--- src/rtl/hilo_muldiv_ctrl.sv ---
// HI/LO multiply/divide sequencer for a MIPS-style EX stage.
// One radix-2 step per cycle: shift-add multiply or restoring divide on
// operand magnitudes, with sign correction applied when the result is
// registered on entry to DONE. The pipeline is stalled while CALC runs.
module hilo_muldiv_ctrl (
  input  logic        clk,
  input  logic        rst_n,
  input  logic        start,
  input  logic [1:0]  op,
  input  logic [31:0] src_a,
  input  logic [31:0] src_b,
  input  logic        flush,
  output logic        stall,
  output logic        hilo_pending,
  output logic        hilo_we,
  output logic [31:0] hi_out,
  output logic [31:0] lo_out
);

  localparam logic [1:0] ST_IDLE = 2'd0;
  localparam logic [1:0] ST_CALC = 2'd1;
  localparam logic [1:0] ST_DONE = 2'd2;

  // Two's-complement negate of a 32-bit value.
  function automatic logic [31:0] neg32(input logic [31:0] v);
    return ~v + 32'd1;
  endfunction

  // Magnitude of a value, treated as signed only when is_signed is set.
  function automatic logic [31:0] mag32(input logic [31:0] v, input logic is_signed);
    return (is_signed && v[31]) ? neg32(v) : v;
  endfunction

  logic [1:0]  state_q, state_d;
  logic [4:0]  cnt_q, cnt_d;
  logic [1:0]  op_q, op_d;
  logic [31:0] acc_hi_q, acc_hi_d;   // product upper half / partial remainder
  logic [31:0] acc_lo_q, acc_lo_d;   // multiplier shifting out / quotient shifting in
  logic [31:0] opnd_q, opnd_d;       // multiplicand or divisor magnitude
  logic [31:0] dvd_raw_q, dvd_raw_d; // raw dividend for the divide-by-zero result
  logic        neg_lo_q, neg_lo_d;   // product / quotient needs negation
  logic        neg_hi_q, neg_hi_d;   // remainder needs negation
  logic [31:0] hi_q, hi_d;
  logic [31:0] lo_q, lo_d;

  logic        accept_s;
  logic        is_signed_s;
  logic [31:0] a_mag_s, b_mag_s;
  logic [32:0] sum_s;
  logic [32:0] rem_sh_s, diff_s;
  logic [31:0] step_hi_s, step_lo_s;
  logic [63:0] prod_s;

  assign accept_s = rst_n & (state_q == ST_IDLE) & start & ~flush;

  // One datapath step plus next-state and result selection.
  always_comb begin
    state_d   = state_q;
    cnt_d     = cnt_q;
    op_d      = op_q;
    acc_hi_d  = acc_hi_q;
    acc_lo_d  = acc_lo_q;
    opnd_d    = opnd_q;
    dvd_raw_d = dvd_raw_q;
    neg_lo_d  = neg_lo_q;
    neg_hi_d  = neg_hi_q;
    hi_d      = hi_q;
    lo_d      = lo_q;

    is_signed_s = ~op[0];
    a_mag_s     = mag32(src_a, is_signed_s);
    b_mag_s     = mag32(src_b, is_signed_s);

    // Shift-add multiply step: add multiplicand if multiplier LSB set, shift right.
    sum_s = {1'b0, acc_hi_q} + (acc_lo_q[0] ? {1'b0, opnd_q} : 33'd0);

    // Restoring divide step: shift remainder left, trial-subtract divisor.
    rem_sh_s = {acc_hi_q, acc_lo_q[31]};
    diff_s   = rem_sh_s - {1'b0, opnd_q};

    if (op_q[1]) begin
      if (!diff_s[32]) begin
        step_hi_s = diff_s[31:0];
        step_lo_s = {acc_lo_q[30:0], 1'b1};
      end else begin
        step_hi_s = rem_sh_s[31:0];
        step_lo_s = {acc_lo_q[30:0], 1'b0};
      end
    end else begin
      step_hi_s = sum_s[32:1];
      step_lo_s = {sum_s[0], acc_lo_q[31:1]};
    end

    prod_s = {step_hi_s, step_lo_s};

    case (state_q)
      ST_IDLE: begin
        if (accept_s) begin
          state_d   = ST_CALC;
          cnt_d     = 5'd0;
          op_d      = op;
          acc_hi_d  = 32'd0;
          acc_lo_d  = op[1] ? a_mag_s : b_mag_s;
          opnd_d    = op[1] ? b_mag_s : a_mag_s;
          dvd_raw_d = src_a;
          neg_lo_d  = is_signed_s & (src_a[31] ^ src_b[31]);
          neg_hi_d  = is_signed_s & src_a[31];
        end else begin
          state_d = ST_IDLE;
        end
      end
      ST_CALC: begin
        if (flush) begin
          state_d = ST_IDLE;
        end else begin
          acc_hi_d = step_hi_s;
          acc_lo_d = step_lo_s;
          cnt_d    = cnt_q + 5'd1;
          if (cnt_q == 5'd31) begin
            state_d = ST_DONE;
            if (op_q[1] && (opnd_q == 32'd0)) begin
              // Divide by zero: fixed quotient, dividend passed through unsigned.
              hi_d = dvd_raw_q;
              lo_d = 32'hFFFF_FFFF;
            end else if (op_q[1]) begin
              hi_d = neg_hi_q ? neg32(step_hi_s) : step_hi_s;
              lo_d = neg_lo_q ? neg32(step_lo_s) : step_lo_s;
            end else if (neg_lo_q) begin
              {hi_d, lo_d} = ~prod_s + 64'd1;
            end else begin
              {hi_d, lo_d} = prod_s;
            end
          end else begin
            state_d = ST_CALC;
          end
        end
      end
      ST_DONE: begin
        state_d = ST_IDLE;
      end
      default: begin
        state_d = ST_IDLE;
      end
    endcase
  end

  // State and datapath registers with asynchronous clear.
  always_ff @(posedge clk or negedge rst_n) begin
    if (!rst_n) begin
      state_q   <= ST_IDLE;
      cnt_q     <= 5'd0;
      op_q      <= 2'd0;
      acc_hi_q  <= 32'd0;
      acc_lo_q  <= 32'd0;
      opnd_q    <= 32'd0;
      dvd_raw_q <= 32'd0;
      neg_lo_q  <= 1'b0;
      neg_hi_q  <= 1'b0;
      hi_q      <= 32'd0;
      lo_q      <= 32'd0;
    end else begin
      state_q   <= state_d;
      cnt_q     <= cnt_d;
      op_q      <= op_d;
      acc_hi_q  <= acc_hi_d;
      acc_lo_q  <= acc_lo_d;
      opnd_q    <= opnd_d;
      dvd_raw_q <= dvd_raw_d;
      neg_lo_q  <= neg_lo_d;
      neg_hi_q  <= neg_hi_d;
      hi_q      <= hi_d;
      lo_q      <= lo_d;
    end
  end

  assign stall        = accept_s | (state_q == ST_CALC);
  assign hilo_pending = accept_s | (state_q == ST_CALC) | (state_q == ST_DONE);
  assign hilo_we      = (state_q == ST_DONE);
  assign hi_out       = hi_q;
  assign lo_out       = lo_q;

endmodule

--- config.mk ---
export PLATFORM = sky130hd
export DESIGN_NAME = hilo_muldiv_ctrl
export DESIGN_NICKNAME = d
export VERILOG_FILES = /design/src/rtl/hilo_muldiv_ctrl.sv
export SDC_FILE = /design/constraint.sdc
export NUM_CORES = 1
export LEC_CHECK = 0
export CAP_MARGIN = 10
export CORE_MARGIN = 5
export CORE_UTILIZATION = 38
export DETAILED_ROUTE_END_ITERATION = 7
export GPL_TIMING_DRIVEN = 0
export PLACE_DENSITY = 0.56
export SETUP_SLACK_MARGIN = 0.15
export SLEW_MARGIN = 25
export SYNTH_ARGS = -nofsm -noshare
export SYNTH_HDL_FRONTEND = slang
export SYNTH_SLANG_ARGS = --single-unit
--- constraint.sdc ---
create_clock -name clk -period 12.79 [get_ports clk]
set_clock_uncertainty 0.15 [all_clocks]
set_input_delay 2.558 -clock clk [delete_from_list [all_inputs] [get_ports clk]]
set_output_delay 2.558 -clock clk [all_outputs]
set_load 0.01 [all_outputs]
==> results of run 1 <==
-- cell families (layout without fill, tap and decap cells) --
| kind of cell | after synthesis | count (layout) | share of synthesized area |
|---|---|---|---|
| compound gates | 653 | 653 | 0.236 |
| xor+xnor | 170 | 170 | 0.0875 |
| buf+inv | 185 | 371 | 0.0434 |
| fa+ha+maj | 72 | 72 | 0.0532 |
| simple gates | 914 | 914 | 0.249 |
| flops | 202 | 202 | 0.293 |
| mux | 62 | 62 | 0.0371 |
-- state kept, by name (all words and copies together), names as in the netlist --
name,flops
acc_hi_q,32
acc_lo_q,32
cnt_q,5
dvd_raw_q,32
hi_out,32
lo_out,32
neg_hi_q,1
neg_lo_q,1
op_q,1
opnd_q,32
state_q,2
-- routing by layer --
layer  GRT usage  vias up  share of wire
met1       0.421     9056           0.42
met2       0.525      807           0.46
met3      0.0458      174          0.068
met4       0.124        0          0.048
met5           0        -              0
li1            -     8432              -
-- synthesized netlist by cell type, types with 9 or more instances --
| cell | count | area share |
|---|---|---|
| a211o_1 | 9 | 0.0046 |
| a211oi_1 | 9 | 0.0039 |
| a21o_1 | 17 | 0.0074 |
| a21oi_1 | 206 | 0.060 |
| a31oi_1 | 24 | 0.0087 |
| and2_1 | 49 | 0.018 |
| and3_1 | 28 | 0.010 |
| buf_1 | 15 | 0.0033 |
| buf_2 | 12 | 0.0035 |
| clkbuf_1 | 93 | 0.020 |
| dfrtp_1 | 202 | 0.29 |
| ha_1 | 70 | 0.051 |
| inv_1 | 56 | 0.012 |
| mux2_2 | 11 | 0.0072 |
| mux2i_1 | 50 | 0.029 |
| nand2_1 | 355 | 0.077 |
| nand2b_1 | 18 | 0.0065 |
| nand3_1 | 78 | 0.023 |
| nand4_1 | 33 | 0.012 |
| nor2_1 | 194 | 0.042 |
| nor2b_1 | 16 | 0.0058 |
| nor3_1 | 55 | 0.016 |
| nor4_1 | 24 | 0.0087 |
| o211ai_1 | 26 | 0.011 |
| o21a_1 | 9 | 0.0039 |
| o21ai_0 | 203 | 0.059 |
| o21ai_1 | 10 | 0.0029 |
| o21bai_1 | 10 | 0.0044 |
| o221ai_1 | 32 | 0.016 |
| o31ai_1 | 15 | 0.0065 |
| or3_1 | 18 | 0.0065 |
| xnor2_1 | 100 | 0.051 |
| xor2_1 | 69 | 0.035 |
-- power groups by stage --
stage,Combinational (W),Clock (W),Sequential [W]
after global placement,0.00306,0,0.000977
after global routing,0.00337,0.000850,0.000988
after detailed placement,0.00306,0,0.000976
final,0.00316,0.000819,0.000978
after floorplan,0.00208,0,0.000881
after CTS,0.00309,0.000825,0.000967
-- worst min-delay path: stages (launching register included) --
cell and delay, ns:
dfrtp_1 0.34, nand2_1 0.05, o21ai_0 0.06
-- worst max path at each step --
stage	startpoint	endpoint	slack, ns	cells after the start
3_3_place_gp	rst_n	hilo_pending	-3.56	8
2_1_floorplan	start	hilo_pending	6.34	6
3_5_place_dp	op_q[1]$_DFFE_PN0P_	hi_out[18]$_DFFE_PN0P_	3.65	23
4_1_cts	op_q[1]$_DFFE_PN0P_	hi_out[18]$_DFFE_PN0P_	3.64	23
5_1_grt	op_q[1]$_DFFE_PN0P_	hi_out[18]$_DFFE_PN0P_	3.25	23
6_report	op_q[1]$_DFFE_PN0P_	hi_out[18]$_DFFE_PN0P_	3.26	23
-- stage by stage --
stage                     utilization  total power, W  hold slack, ns
after floorplan                     -         0.00296           0.287
after global placement          0.429         0.00403           0.303
after detailed placement        0.431         0.00404           0.313
after CTS                       0.451         0.00488           0.329
after global routing            0.451         0.00520           0.343
final                           0.451         0.00495           0.329
-- cell type report --
type | instances | area (um2)
inverter | 57 | 214
clock inverter | 12 | 173
tap | 600 | 751
sequential | 202 | 5050
buffer | 128 | 536
fill | 4612 | 24700
clock buffer | 35 | 756
multi-input combinational | 1871 | 11400
timing repair buffer | 139 | 1420
-- layout by cell type, fill, tap and decap left out, types with 28 or more instances in the layout --
cell	count
a21oi_1	206
and2_1	49
and3_1	28
clkbuf_1	96
clkdlybuf4s50_1	134
dfrtp_1	202
ha_1	70
inv_1	56
mux2i_1	50
nand2_1	355
nand3_1	78
nand4_1	33
nor2_1	194
nor3_1	55
o21ai_0	203
o221ai_1	32
xnor2_1	100
xor2_1	69
==> flow_summary.yaml, run 1 <==
status:
  status: "completed"
floorplan:
  pin_count: 137
  core_um2: 45100
  dieArea_um2: 49700
  die-height_um: 223
  dieWidth_um: 223
  num_rows: 78
  start_util: 0.382
clock_network:
  clkSlewWorstSetupHoldPaths_ns: 0.06
  cts_resized: 0
  ctsRootBufferMaster: "clkbuf_16"
  cts_buffers: 26
  cts-hold-fix-buffers: 0
  post_cts_buffers: 0
  cts_max_path_buffers: 3
  clkLatencyLatePin_ns: 0.58
  ctsHtreeMaxLevel: 1
  cts_tree: "built"
  clock-sinks: 202
power_and_ir_drop:
  internal-power_w: 0.00231
  comb_power_share: 0.637
  vdd_ir_drop_max_mv: 0.112
  p_leak_nw: 8.69
  power_switching_w: 0.00265
  p_per_area_nw_per_um2: 243
  seqPwrFrac: 0.197
  swShare: 0.534
  p_clk_frac: 0.165
worst_setup_path:
  reg2reg_from: "op_q[1]$_DFFE_PN0P_"
  critical_path_required_ns: 13.08
  cp-end-kind: "flip-flop"
  slowest_stage: "clkbuf_1"
  cp_cell_sequence: "buf_2, buf_2, clkbuf_1, buf_2, buf_1, buf_2, buf_1, clkbuf_1, mux2i_1, ha_1, o21ai_1, or4_4, or4_4, nor2_2, nand4_2, or4_4, nor3b_2, o21ai_2, o21ai_0, nand3_1, o31ai_1, xor2_1, o21ai_0"
  crit_buf_inv: 8
  crit_fanout: 10
  reg2reg_depth: 23
  critPathKind: "flip-flop to flip-flop"
  reg2reg_to: "hi_out[18]$_DFFE_PN0P_"
  cp_common_cell: "buf_2"
  slowest_delay_ns: 0.90
  critical_path.top_delay_family: "buffers and inverters"
  worstSetupStartpointType: "flip-flop"
  arrival_ns: 9.82
  ff2ff_setup_slack_ns: 3.26
drt:
  dr.pass1.iters: 7
  routed_wl_um: 82300
  drt_iter0_drc: 2127
  post_drt_via_cell_ratio: 6.07
  ant_nets: 0
  dr_total_vias: 18469
  drcViolationCount: 0
  wire_per_inst_um: 27.0
yosys:
  syn-cell-area_um2: 17200
  synth_ff_type: "dfrtp_1"
  synthArstFlopShare: 1.00
  synth_nets: 2400
  ys_types: 93
  syn_inst: 2258
  yosysSeqAreaShare: 0.293
  avgSynthCellArea_um2: 7.63
  synth_edf_count: 0
  yosys_warnings: 0
  ys_ff_latch: 202
hold_path:
  min_to: "hi_out[10]$_DFFE_PN0P_"
  hold_depth: 2
  hold_path.class: "flip-flop to flip-flop"
  hold_start: "hi_out[10]$_DFFE_PN0P_"
global_route:
  grt_pass1_wl_um: 120000
  grt_max_degree: 86
  grt_pass1_vias: 17968
  gr-total-overflow: 0
  track_usage: 0.317
  antenna_found_initial: 2
place:
  place_inst: 2997
  io_buffer_count: 135
  pre_cts_slack_ns: 3.65
  place_congestion: 1.00
  dp_hpwl_um: 66200
  dpl-instance-area_um2: 19400
cells_and_area:
  finalInstanceArea_um2: 20300
  drive_gt1_frac: 0.0524
  antenna_cells: 0
  final_cell_count_no_fill: 3044
  fin_nets: 2567
  area_growth_pct: 18.1
sta:
  finalHoldViolCount: 0
  setup_ws_ns: 3.26
  max_clock_freq_ghz: 0.105
  post-route-period-util: 0.745
  rsz0062_at_grt: "no"
  relSlewSlack: 0.254
  worst_slew_pin_slew_ns: 1.12
  finalMaxSlewViolations: 0
  setup_violations: 0
  tns_ns: 0
  period_needed_ns: 9.53
run:
  cap_violations: 0
(Power assumes the default switching activity.)
==> inputs of run 2 (changes only) <==
Clock period 12.79 ns to 9.5 ns, I/O delays scaled along.
==> flow_summary.yaml, run 2 (same netlist as run 1, synthesis figures left out) <==
global_route:
  grt_max_degree: 86
  track_usage: 0.317
  grt_pass1_vias: 17968
  grt_pass1_wl_um: 120000
  antenna_found_initial: 2
  gr-total-overflow: 0
power_and_ir_drop:
  internal-power_w: 0.00311
  p_leak_nw: 8.69
  swShare: 0.533
  vdd_ir_drop_max_mv: 0.148
  power.total_w: 0.00666
  p_per_area_nw_per_um2: 327
  power_switching_w: 0.00355
  p_clk_frac: 0.166
  comb_power_share: 0.636
  seqPwrFrac: 0.197
drt:
  drt_iter0_drc: 2013
  dr.pass1.iters: 6
  routed_wl_um: 82000
  ant_nets: 0
  dr_total_vias: 18446
  drcViolationCount: 0
  wire_per_inst_um: 26.9
  post_drt_via_cell_ratio: 6.06
sta:
  period_needed_ns: 8.79
  finalHoldViolCount: 0
  worst_slew_pin_slew_ns: 1.11
  setup_violations: 0
  max_clock_freq_ghz: 0.114
  finalMaxSlewViolations: 0
  post-route-period-util: 0.925
  tns_ns: 0
  rsz0062_at_grt: "no"
  relSlewSlack: 0.258
  holdWs_ns: 0.328
cells_and_area:
  fillCellCount: 4613
  multi_input_area_um2: 11400
  regArea_um2: 5050
  drive_gt1_frac: 0.0524
  final_common_cell: "nand2_1"
  area_growth_pct: 18.1
  antenna_cells: 0
  layout_common_cells: "nand2_1, a21oi_1, o21ai_0, dfrtp_1, nor2_1"
  fin_util: 0.451
  fin_nets: 2566
place:
  io_buffer_count: 135
  place_congestion: 1.00
  dp_hpwl_um: 66200
floorplan:
  start_util: 0.382
  dieWidth_um: 223
  core_um2: 45100
  pin_count: 137
  die-height_um: 223
  dieArea_um2: 49700
  num_rows: 78
worst_setup_path:
  cp-startpoint: "op_q[1]$_DFFE_PN0P_"
  critical_path_required_ns: 9.80
  cp-end-kind: "flip-flop"
  arrival_ns: 9.08
  critPathKind: "flip-flop to flip-flop"
  crit_fanout: 19
  reg2reg_from: "op_q[1]$_DFFE_PN0P_"
  worstSetupStartpointType: "flip-flop"
hold_path:
  hold_path.class: "flip-flop to flip-flop"
  hold_start: "dvd_raw_q[21]$_DFFE_PN0P_"
run:
  cap_violations: 0
clock_network:
  cts_tree: "built"
  cts_max_path_buffers: 3
  clkSlewWorstSetupHoldPaths_ns: 0.06
  clkLatencyLatePin_ns: 0.58
  ctsRootBufferMaster: "clkbuf_16"
  cts_buffers: 26
  ctsHtreeMaxLevel: 1
  clock-sinks: 202
  cts-hold-fix-buffers: 0
status:
  status: "completed"
==> run 2: final cells by class <==
| class | count | share of cell area |
|---|---|---|
| buffer | 127 | 0.0264 |
| clock buffer | 35 | 0.0371 |
| clock inverter | 12 | 0.00848 |
| inverter | 57 | 0.0105 |
| multi-input combinational | 1871 | 0.562 |
| sequential | 202 | 0.248 |
| tap | 600 | 0.0369 |
| timing repair buffer | 139 | 0.0698 |
==> run 2: what timing repair did <==
item	CTS	global route
gates resized for setup	0	2
setup endpoints to repair	0	4
setup buffers	0	0
==> run 2: worst max-delay path: stages, from the launching register on <==
cell and delay (ns):
dfrtp_1 0.45, buf_2 0.26, buf_2 0.56, buf_2 0.43, buf_1 0.59, buf_2 0.46, buf_1 0.83, clkdlybuf4s15_1 0.89
mux2i_1 0.37, ha_1 0.23, o21ai_1 0.12, or4_4 0.53, or4_4 0.58, nor2_2 0.19, nand4_2 0.15, or4_4 0.51
nor3b_2 0.22, o21ai_2 0.14, o21ai_0 0.15, nand3_1 0.11, o31ai_1 0.29, xor2_1 0.29, o21ai_0 0.11
==> run 2: layer usage <==
layer / GRT usage / part of all wire / up-vias
li1: - / - / 8431
met2: 0.525 / 0.46 / 812
met3: 0.0458 / 0.068 / 167
met1: 0.421 / 0.42 / 9036
met4: 0.124 / 0.047 / 0
met5: 0 / 0 / -
==> run 2: metrics by stage <==
step | area (um2) | cells | setup slack [ns]
after floorplan | 17200 | 2258 | 3.36
after global placement | 19300 | 2993 | -5.54
after detailed placement | 19400 | 2997 | 0.359
after CTS | 20300 | 3044 | 0.345
after global routing | 20400 | 3043 | 0.464
final | 20400 | 3043 | 0.714
==> run 2: path summary, 6_finish.rpt <==
kind	slack (ns)	cells past startpoint	to
max	0.71	22	hi_out[18]$_DFFE_PN0P_
min in group asynchronous	1.09	1	dvd_raw_q[23]$_DFFE_PN0P_
min reg2reg	0.33	2	dvd_raw_q[21]$_DFFE_PN0P_
max reg2reg	0.71	22	hi_out[18]$_DFFE_PN0P_
min	0.33	2	dvd_raw_q[21]$_DFFE_PN0P_
max in group asynchronous	6.89	3	lo_out[9]$_DFFE_PN0P_
==> run 2: power groups by stage <==
stage | logic (W) | registers (W) | clock network, W
finish | 0.00424 | 0.00131 | 0.00111
global route | 0.00453 | 0.00133 | 0.00114
CTS | 0.00415 | 0.00130 | 0.00111
detailed placement | 0.00413 | 0.00131 | 0
global placement | 0.00412 | 0.00132 | 0
floorplan | 0.00280 | 0.00119 | 0
